`config.mk`:
```
export PLATFORM = sky130hd
export DESIGN_NAME = clint
export DESIGN_NICKNAME = d
export VERILOG_FILES = /design/src/rtl/clint_pkg.sv /design/src/rtl/clint_sync.sv /design/src/rtl/clint.sv
export SDC_FILE = /design/constraint.sdc
export NUM_CORES = 1
export LEC_CHECK = 0
export CORE_ASPECT_RATIO = 2
export CORE_MARGIN = 2
export CORE_UTILIZATION = 50
export DETAILED_ROUTE_END_ITERATION = 7
export PLACE_DENSITY = 0.79
export SYNTH_ARGS = -nofsm -noshare
export SYNTH_HDL_FRONTEND = slang
export SYNTH_SLANG_ARGS = --single-unit
```
`constraint.sdc`:
```
create_clock -name clk -period 9.9 [get_ports clk]
set_input_delay 1.98 -clock clk [delete_from_list [all_inputs] [get_ports clk]]
set_output_delay 1.98 -clock clk [all_outputs]
set_load 0.02 [all_outputs]
```
`src/rtl/clint_pkg.sv`:
```
// Shared definitions for the core-local interruptor: register map, ip bit positions,
// access-port states and the byte-strobe merge helper.
package clint_pkg;

  localparam logic [15:0] CLINT_MSIP     = 16'h0000;
  localparam logic [15:0] CLINT_MTIMECMP = 16'h4000;
  localparam logic [15:0] CLINT_MTIME    = 16'hBFF8;

  localparam int IP_MSIP = 3;
  localparam int IP_MTIP = 7;
  localparam int IP_SEIP = 9;
  localparam int IP_MEIP = 11;

  typedef enum logic {
    CLINT_IDLE,
    CLINT_RESP
  } clint_state_e;

  function automatic logic [63:0] merge64(input logic [63:0] old,
                                          input logic [63:0] wdata,
                                          input logic [7:0]  wstrb);
    logic [63:0] res;
    res = old;
    for (int i = 0; i < 8; i++) begin
      if (wstrb[i]) res[i*8 +: 8] = wdata[i*8 +: 8];
    end
    return res;
  endfunction

endpackage

```
`src/rtl/clint_sync.sv`:
```
// Single-bit multi-flop synchroniser for asynchronous interrupt lines.
module clint_sync #(
  parameter int DEPTH = 2
) (
  input  logic clk,
  input  logic rst,
  input  logic d,
  output logic q
);

  logic [DEPTH-1:0] chain;

  always_ff @(posedge clk or posedge rst) begin
    if (rst) chain <= '0;
    else     chain <= {chain[DEPTH-2:0], d};
  end

  assign q = chain[DEPTH-1];

endmodule

```
`src/rtl/clint.sv`:
```
// Core-local interruptor: mtime/mtimecmp/msip behind a req/ack register port, plus
// synchronised external interrupts, producing the ip and time vectors for the CSR file.
module clint
  import clint_pkg::*;
#(
  parameter int TICK_DIV   = 1,
  parameter int SYNC_DEPTH = 2
) (
  input  logic        clk,
  input  logic        rst,
  input  logic        req,
  input  logic        we,
  input  logic [15:0] addr,
  input  logic [7:0]  wstrb,
  input  logic [63:0] wdata,
  output logic [63:0] rdata,
  output logic        ack,
  output logic        err,
  input  logic        ext_meip,
  input  logic        ext_seip,
  output logic [63:0] ip,
  output logic [63:0] time_o
);

  localparam int PW = (TICK_DIV > 1) ? $clog2(TICK_DIV) : 1;
  localparam logic [PW-1:0] PRESC_MAX = PW'(TICK_DIV - 1);

  clint_state_e  state, state_next;
  logic [63:0]   mtime, mtimecmp, read_val;
  logic [PW-1:0] presc;
  logic          msip, mtip, meip_s, seip_s;
  logic          tick, access, wr;
  logic          hit_msip, hit_cmp, hit_time, bad_addr;

  assign tick = (presc == PRESC_MAX);

  always_comb begin
    state_next = state;
    access     = 1'b0;
    case (state)
      CLINT_IDLE: begin
        if (req) begin
          state_next = CLINT_RESP;
          access     = 1'b1;
        end
      end
      CLINT_RESP: state_next = CLINT_IDLE;
      default:    state_next = CLINT_IDLE;
    endcase
  end

  // Misaligned offsets never match a map entry, so they fall out as bad_addr too.
  always_comb begin
    hit_msip = (addr == CLINT_MSIP);
    hit_cmp  = (addr == CLINT_MTIMECMP);
    hit_time = (addr == CLINT_MTIME);
    bad_addr = !(hit_msip || hit_cmp || hit_time);
    read_val = '0;
    if (hit_msip)     read_val = {63'd0, msip};
    else if (hit_cmp) read_val = mtimecmp;
    else if (hit_time) read_val = mtime;
  end

  assign wr = access && we && !bad_addr;

  always_ff @(posedge clk or posedge rst) begin
    if (rst) state <= CLINT_IDLE;
    else     state <= state_next;
  end

  always_ff @(posedge clk or posedge rst) begin
    if (rst) begin
      ack   <= 1'b0;
      err   <= 1'b0;
      rdata <= '0;
    end else begin
      ack   <= access;
      err   <= access && bad_addr;
      rdata <= (access && !we && !bad_addr) ? read_val : '0;
    end
  end

  // A real mtime write overrides the tick; the prescaler keeps its own cadence.
  always_ff @(posedge clk or posedge rst) begin
    if (rst) begin
      presc    <= '0;
      mtime    <= '0;
      mtimecmp <= '1;
      msip     <= 1'b0;
      mtip     <= 1'b0;
    end else begin
      presc <= tick ? '0 : presc + 1'b1;
      if (wr && hit_time && (wstrb != 8'h00)) mtime <= merge64(mtime, wdata, wstrb);
      else if (tick)                          mtime <= mtime + 64'd1;
      if (wr && hit_cmp) mtimecmp <= merge64(mtimecmp, wdata, wstrb);
      if (wr && hit_msip && wstrb[0]) msip <= wdata[0];
      mtip <= (mtime >= mtimecmp);
    end
  end

  clint_sync #(.DEPTH(SYNC_DEPTH)) u_sync_meip (
    .clk (clk),
    .rst (rst),
    .d   (ext_meip),
    .q   (meip_s)
  );

  clint_sync #(.DEPTH(SYNC_DEPTH)) u_sync_seip (
    .clk (clk),
    .rst (rst),
    .d   (ext_seip),
    .q   (seip_s)
  );

  always_comb begin
    ip          = '0;
    ip[IP_MSIP] = msip;
    ip[IP_MTIP] = mtip;
    ip[IP_SEIP] = seip_s;
    ip[IP_MEIP] = meip_s;
  end

  assign time_o = mtime;

endmodule
```
==> results.sh, run 1 <==
export IMPL_p_leak_nw=5.70
export IMPL_fmax_ghz=0.213
export IMPL_num_vias=10300
export IMPL_num_rows=78
export IMPL_pwr_share_seq=0.483
export IMPL_fin_crit_sh=0.473
export IMPL_antenna_cells=0
export IMPL_cts_tree="built"
export IMPL_synth_seq_cells=200
export IMPL_dpl_hpwl_um=26800
export IMPL_drc_errors=0
export IMPL_hold_slack_ps=352
export IMPL_final_common_cell="clkdlybuf4s50_1"
export IMPL_layout_drive_gt1_share=0.140
export IMPL_max_slew_margin_rel=0.299
export IMPL_cap_violations=0
export IMPL_gp_congestion=0.924
export IMPL_tns_ps=0
export IMPL_dr_pass1_iters=7
export IMPL_grt_pass1_vias=10600
export IMPL_syn_area_um2=11500
export IMPL_gr_total_overflow=0
export IMPL_portBuffers=227
export IMPL_area_growth_syn_to_layout_pct=24.6
export IMPL_rsz0062_at_grt="false"
export IMPL_initial_core_util=0.509
export IMPL_hold_class="reg -> reg"
export IMPL_synth_cell_type_count=70
export IMPL_min_period_ps=4680
export IMPL_grt_max_degree=145
export IMPL_synth_ff_type="dfrtp_1"
export IMPL_ios=288
export IMPL_final_cell_mix="clkdlybuf4s50_1 (227), nor2_1 (137), dfrtp_1 (136)"
export IMPL_final_nets=1548
export IMPL_critPathRequiredTime_ps=10270
export IMPL_start_kind="input port"
export IMPL_worst_pin_slew_ps=1050
export IMPL_die_h_um=219
export IMPL_groute_usage_overall=0.297
export IMPL_drt_wl_total_um=36100
export IMPL_numCtsBuffers=17
export IMPL_clkPwrFrac=0.440
export IMPL_root_buffer="clkbuf_16"
export IMPL_path_clk_slew_ps=70
export IMPL_slew_violations=0
export IMPL_fp_dieArea_um2=24400
export IMPL_cts_max_level=4
export IMPL_timing_worst_setup_path_type="in -> reg"
export IMPL_yosys_warnings=0
export IMPL_grt_antenna_before_repair=0
export IMPL_cts_sinks=200
export IMPL_coreArea_um2=22600
export IMPL_status="finished, final reports clean"
export IMPL_fin_skew_ps=10.2
export IMPL_sw_frac_of_total=0.244
export IMPL_power_density_nw_per_um2=121
export IMPL_grt_first_pass_wirelength_um=56000
export IMPL_cts_resized=0
export IMPL_hold_viol_final=0
export IMPL_drtAntennaViolNets=0
export IMPL_intPower_mw=1.31
export IMPL_insertion_delay_ps=460
export IMPL_peakVddDrop_v=0.0000996
export IMPL_syn_avg_cell_area_um2=9.71
export IMPL_arrival_ps=5060
export IMPL_wire_per_inst_um=21.4
export IMPL_crit_path_end_kind="flip-flop"
export IMPL_p_total_mw=1.73
export IMPL_synth_area_top_cells="dfrtp_1 (30%), dfstp_2 (15%), ha_1 (7.1%), mux2_2 (5.9%), nor2_1 (4.5%)"
export IMPL_vias_per_cell=6.12
export IMPL_syn_inst=1187
export IMPL_synth_largest_area_cell="dfrtp_1"
export IMPL_final_setup_viol_count=0
export IMPL_p_sw_mw=0.422
export IMPL_synth_edf_count=0
export IMPL_clk_path_buf_depth=2
export IMPL_first_iter_violations=605
export IMPL_die_x_um=111
export IMPL_cp_max_fo=66
export IMPL_async_flop_share=1.00
export IMPL_yosysTopAreaCellShare=0.295
export IMPL_yosysSeqAreaShare=0.441
export IMPL_ctsHoldBuffers=0
export IMPL_combPwrFrac=0.076
export IMPL_cts_setup_buffers=0
==> final cells by class <==
type / instances / area (um^2)
inverter: 78 / 300
timing repair buffer: 233 / 2320
clock inverter: 13 / 191
clock buffer: 19 / 443
multi-input combinational: 859 / 5680
fill: 1913 / 8280
tap: 280 / 350
sequential: 200 / 5080
==> kinds of logic (layout without fill, tap and decap cells) <==
group / Yosys count / in the layout / share of synthesized area
and+or+nand+nor: 420 / 420 / 0.188
DFF: 200 / 200 / 0.441
other: 1 / 60 / 0.000325
buffers and inverters: 187 / 343 / 0.0872
adders and majority gates: 65 / 65 / 0.0706
AOI/OAI and AO/OA: 242 / 242 / 0.143
muxes: 71 / 71 / 0.0688
xor gates and xnor gates: 1 / 1 / 0.000760
==> worst paths after layout <==
kind / from / to / slack, ps / cells after the start
max: addr[0] / rdata[22] / 5220 / 8
min: u_sync_meip.chain[0] / u_sync_meip.chain[1] / 350 / 0
max reg2reg: ack / time_o[10] / 6950 / 7
min reg2reg: u_sync_meip.chain[0] / u_sync_meip.chain[1] / 350 / 0
max in group asynchronous: rst / time_o[20] / 6460 / 3
min in group asynchronous: rst / u_sync_meip.chain[0] / 2070 / 2
==> power by group through the flow <==
stage / combinational, mW / sequential [mW] / clock, mW
6_report: 0.132 / 0.837 / 0.763
2_1_floorplan: 0.0754 / 0.851 / 0
3_5_place_dp: 0.132 / 0.851 / 0
4_1_cts: 0.132 / 0.837 / 0.768
5_1_grt: 0.141 / 0.838 / 0.805
3_3_place_gp: 0.130 / 0.851 / 0
==> registers in the layout, summed over array words and instances (netlist names) <==
signal,flops
mtimecmp,64
rdata,64
time_o,64
u_sync_meip.chain,2
u_sync_seip.chain,2
ack,1
err,1
msip,1
mtip,1
==> through the flow <==
stage,util,setup WS (ps),instances,area (um^2)
final,0.634,5220,1682,14400
after detailed placement,0.606,4780,1650,13700
after global routing,0.634,5070,1682,14400
after global placement,0.606,4900,1650,13700
after CTS,0.634,5200,1682,14400
after floorplan,-,2570,1246,11700
==> layer usage <==
metal,GRT usage,vias to the layer above,part of all wire
li1,-,4580,-
met1,0.298,4956,0.32
met2,0.536,602,0.53
met3,0.0552,163,0.067
met4,0.229,0,0.083
met5,0,-,0
==> cell usage after synthesis, types with 7 or more instances <==
cell type and instances:
nor3_1 42, mux2_2 60, dfstp_2 64, inv_1 78, ha_1 65, o21ai_0 26
nand2_2 8, nand3_1 36, nor2_1 137, a21oi_1 64, nand2b_1 8, o22ai_1 8
nand2_1 73, buf_4 68, a21o_1 7, dfrtp_1 136, and3_1 10, clkbuf_1 17
o32ai_1 7, and2_1 12, a22oi_1 64, buf_2 18, nor4_1 15, a211o_1 10
a211oi_1 19, nand4_1 41
==> critical path, cell delays in order <==
cell             delay, ps
clkdlybuf4s50_1        430
or3_4                  420
nor4_4                 370
nor2b_4                200
buf_4                  630
o21ai_4                410
buf_4                  380
nor2_1                 190
Power figures use the tool's default switching activity.
==> run 2, diff against run 1 <==
==> constraint.sdc (replaced) <==
create_clock -name clk -period 4.6 [get_ports clk]
set_input_delay 0.92 -clock clk [delete_from_list [all_inputs] [get_ports clk]]
set_output_delay 0.92 -clock clk [all_outputs]
set_load 0.02 [all_outputs]
==> run 2 against run 1 <==
- wire length increased by 0.46%
- first-iteration DRC count increased by 4.3%
- highest routed layer unchanged
- non-clock buffer count increased by 8
==> results.sh, run 2 (same netlist as run 1, synthesis figures left out) <==
export IMPL_status="finished, final reports clean"
export IMPL_crit_path_end_kind="flip-flop"
export IMPL_numCtsBuffers=17
export IMPL_rsz0062_at_grt="false"
export IMPL_fmax_ghz=0.286
export IMPL_top_usage_layer="met2"
export IMPL_num_rows=78
export IMPL_fillers=1969
export IMPL_hold_viol_final=0
export IMPL_gp_congestion=0.925
export IMPL_max_stage_delay_ps=720
export IMPL_preCtsSetupSlack_ps=815
export IMPL_groute_usage_overall=0.298
export IMPL_grt_first_pass_wirelength_um=56000
export IMPL_critPathSlowestCell="nand4_1"
export IMPL_pwr_share_seq=0.505
export IMPL_p_leak_nw=5.71
export IMPL_clk_path_buf_depth=2
export IMPL_arrival_ps=3850
export IMPL_worst_pin_slew_ps=1250
export IMPL_cts_sinks=200
export IMPL_grt_max_degree=134
export IMPL_dpl_hpwl_um=27000
export IMPL_fin_skew_ps=11.8
export IMPL_cp_max_fo=10
export IMPL_path_clk_slew_ps=70
export IMPL_cp_num_buf_inv=2
export IMPL_tns_ps=0
export IMPL_power_density_nw_per_um2=249
export IMPL_hold_class="reg -> reg"
export IMPL_ios=288
export IMPL_insertion_delay_ps=450
export IMPL_met3_usage=0.0524
export IMPL_combPwrFrac=0.080
export IMPL_final_setup_viol_count=0
export IMPL_drtAntennaViolNets=0
export IMPL_fin_crit_sh=0.759
export IMPL_grt_antenna_before_repair=0
export IMPL_vias_per_cell=6.10
export IMPL_portBuffers=227
export IMPL_first_iter_violations=631
export IMPL_drt_wl_total_um=36200
export IMPL_drc_errors=0
export IMPL_grt_use_met2=0.549
export IMPL_cts_setup_buffers=0
export IMPL_layout_drive_gt1_share=0.144
export IMPL_path_delay_family="simple AND/OR/NAND/NOR gates"
export IMPL_coreArea_um2=22600
export IMPL_min_period_ps=3490
export IMPL_sw_frac_of_total=0.249
export IMPL_ctsHoldBuffers=0
export IMPL_slew_violations=0
export IMPL_cts_max_level=4
export IMPL_fin_ws_ps=1110
export IMPL_gr_total_overflow=0
export IMPL_initial_core_util=0.509
export IMPL_start_kind="input port"
export IMPL_clkPwrFrac=0.416
export IMPL_final_common_cell="clkdlybuf4s50_1"
export IMPL_final_nets=1556
export IMPL_crit_chain="clkdlybuf4s50_1 > nand3b_1 > nor3_1 > nand4_1 > buf_4 > o21ai_0 > a21oi_1 > a211oi_1"
export IMPL_p_sw_mw=0.891
export IMPL_root_buffer="clkbuf_16"
export IMPL_fp_dieArea_um2=24400
export IMPL_die_x_um=111
export IMPL_die_h_um=219
export IMPL_peakVddDrop_v=0.000225
export IMPL_grt_pass1_vias=10200
export IMPL_area_growth_syn_to_layout_pct=24.7
export IMPL_timing_worst_setup_path_type="in -> reg"
export IMPL_max_slew_margin_rel=0.166
export IMPL_final_cell_mix="clkdlybuf4s50_1 (227), nor2_1 (137), dfrtp_1 (136)"
export IMPL_grt_use_met1=0.303
export IMPL_cap_violations=0
export IMPL_cts_resized=0
export IMPL_num_vias=10300
export IMPL_antenna_cells=0
export IMPL_critPathRequiredTime_ps=4960
export IMPL_cts_tree="built"
export IMPL_intPower_mw=2.68
export IMPL_dr_pass1_iters=5
export IMPL_wire_per_inst_um=21.4
run 2: final timing paths:
| path | start | slack, ps | endpoint | cells past startpoint |
|---|---|---|---|---|
| max in group asynchronous | rst | 2710 | rdata[53] | 3 |
| max | addr[14] | 1110 | time_o[19] | 8 |
| min in group asynchronous | rst | 830 | u_sync_seip.chain[0] | 2 |
| min reg2reg | u_sync_seip.chain[0] | 350 | u_sync_seip.chain[1] | 0 |
| max reg2reg | time_o[4] | 1620 | time_o[59] | 6 |
| min | u_sync_seip.chain[0] | 350 | u_sync_seip.chain[1] | 0 |
run 2: metal layers:
| metal | wire, um | vias up | share of wire |
|---|---|---|---|
| met3 | 2230 | 141 | 0.062 |
| met4 | 2350 | 0 | 0.065 |
| met2 | 19700 | 526 | 0.54 |
| met5 | 0 | - | 0 |
| met1 | 11900 | 5040 | 0.33 |
| li1 | - | 4595 | - |
run 2: per-stage QoR:
step	hold slack (ps)	instances	util	instance area [um^2]	power [mW]
CTS	356	1690	0.635	14400	3.59
detailed placement	340	1658	0.609	13800	2.12
finish	351	1690	0.635	14400	3.57
global route	359	1690	0.635	14400	3.68
global placement	333	1658	0.609	13800	2.11
floorplan	331	1246	-	11800	1.99
run 2: power groups by stage:
stage	Sequential (mW)	Clock, mW	Combinational (mW)
global placement	1.83	0	0.278
floorplan	1.83	0	0.163
CTS	1.80	1.50	0.284
finish	1.80	1.49	0.284
detailed placement	1.83	0	0.283
global route	1.80	1.57	0.304
run 2: area by class of cell:
cell class | count | area (um^2) | share of cell area
clock buffers | 22 | 474 | 0.0330
inverters | 78 | 297 | 0.0206
repair buffers | 241 | 2390 | 0.166
flip-flops and latches | 200 | 5080 | 0.354
well taps | 280 | 350 | 0.0244
multi-input cells | 859 | 5680 | 0.395
clock inverters | 10 | 93.8 | 0.00653
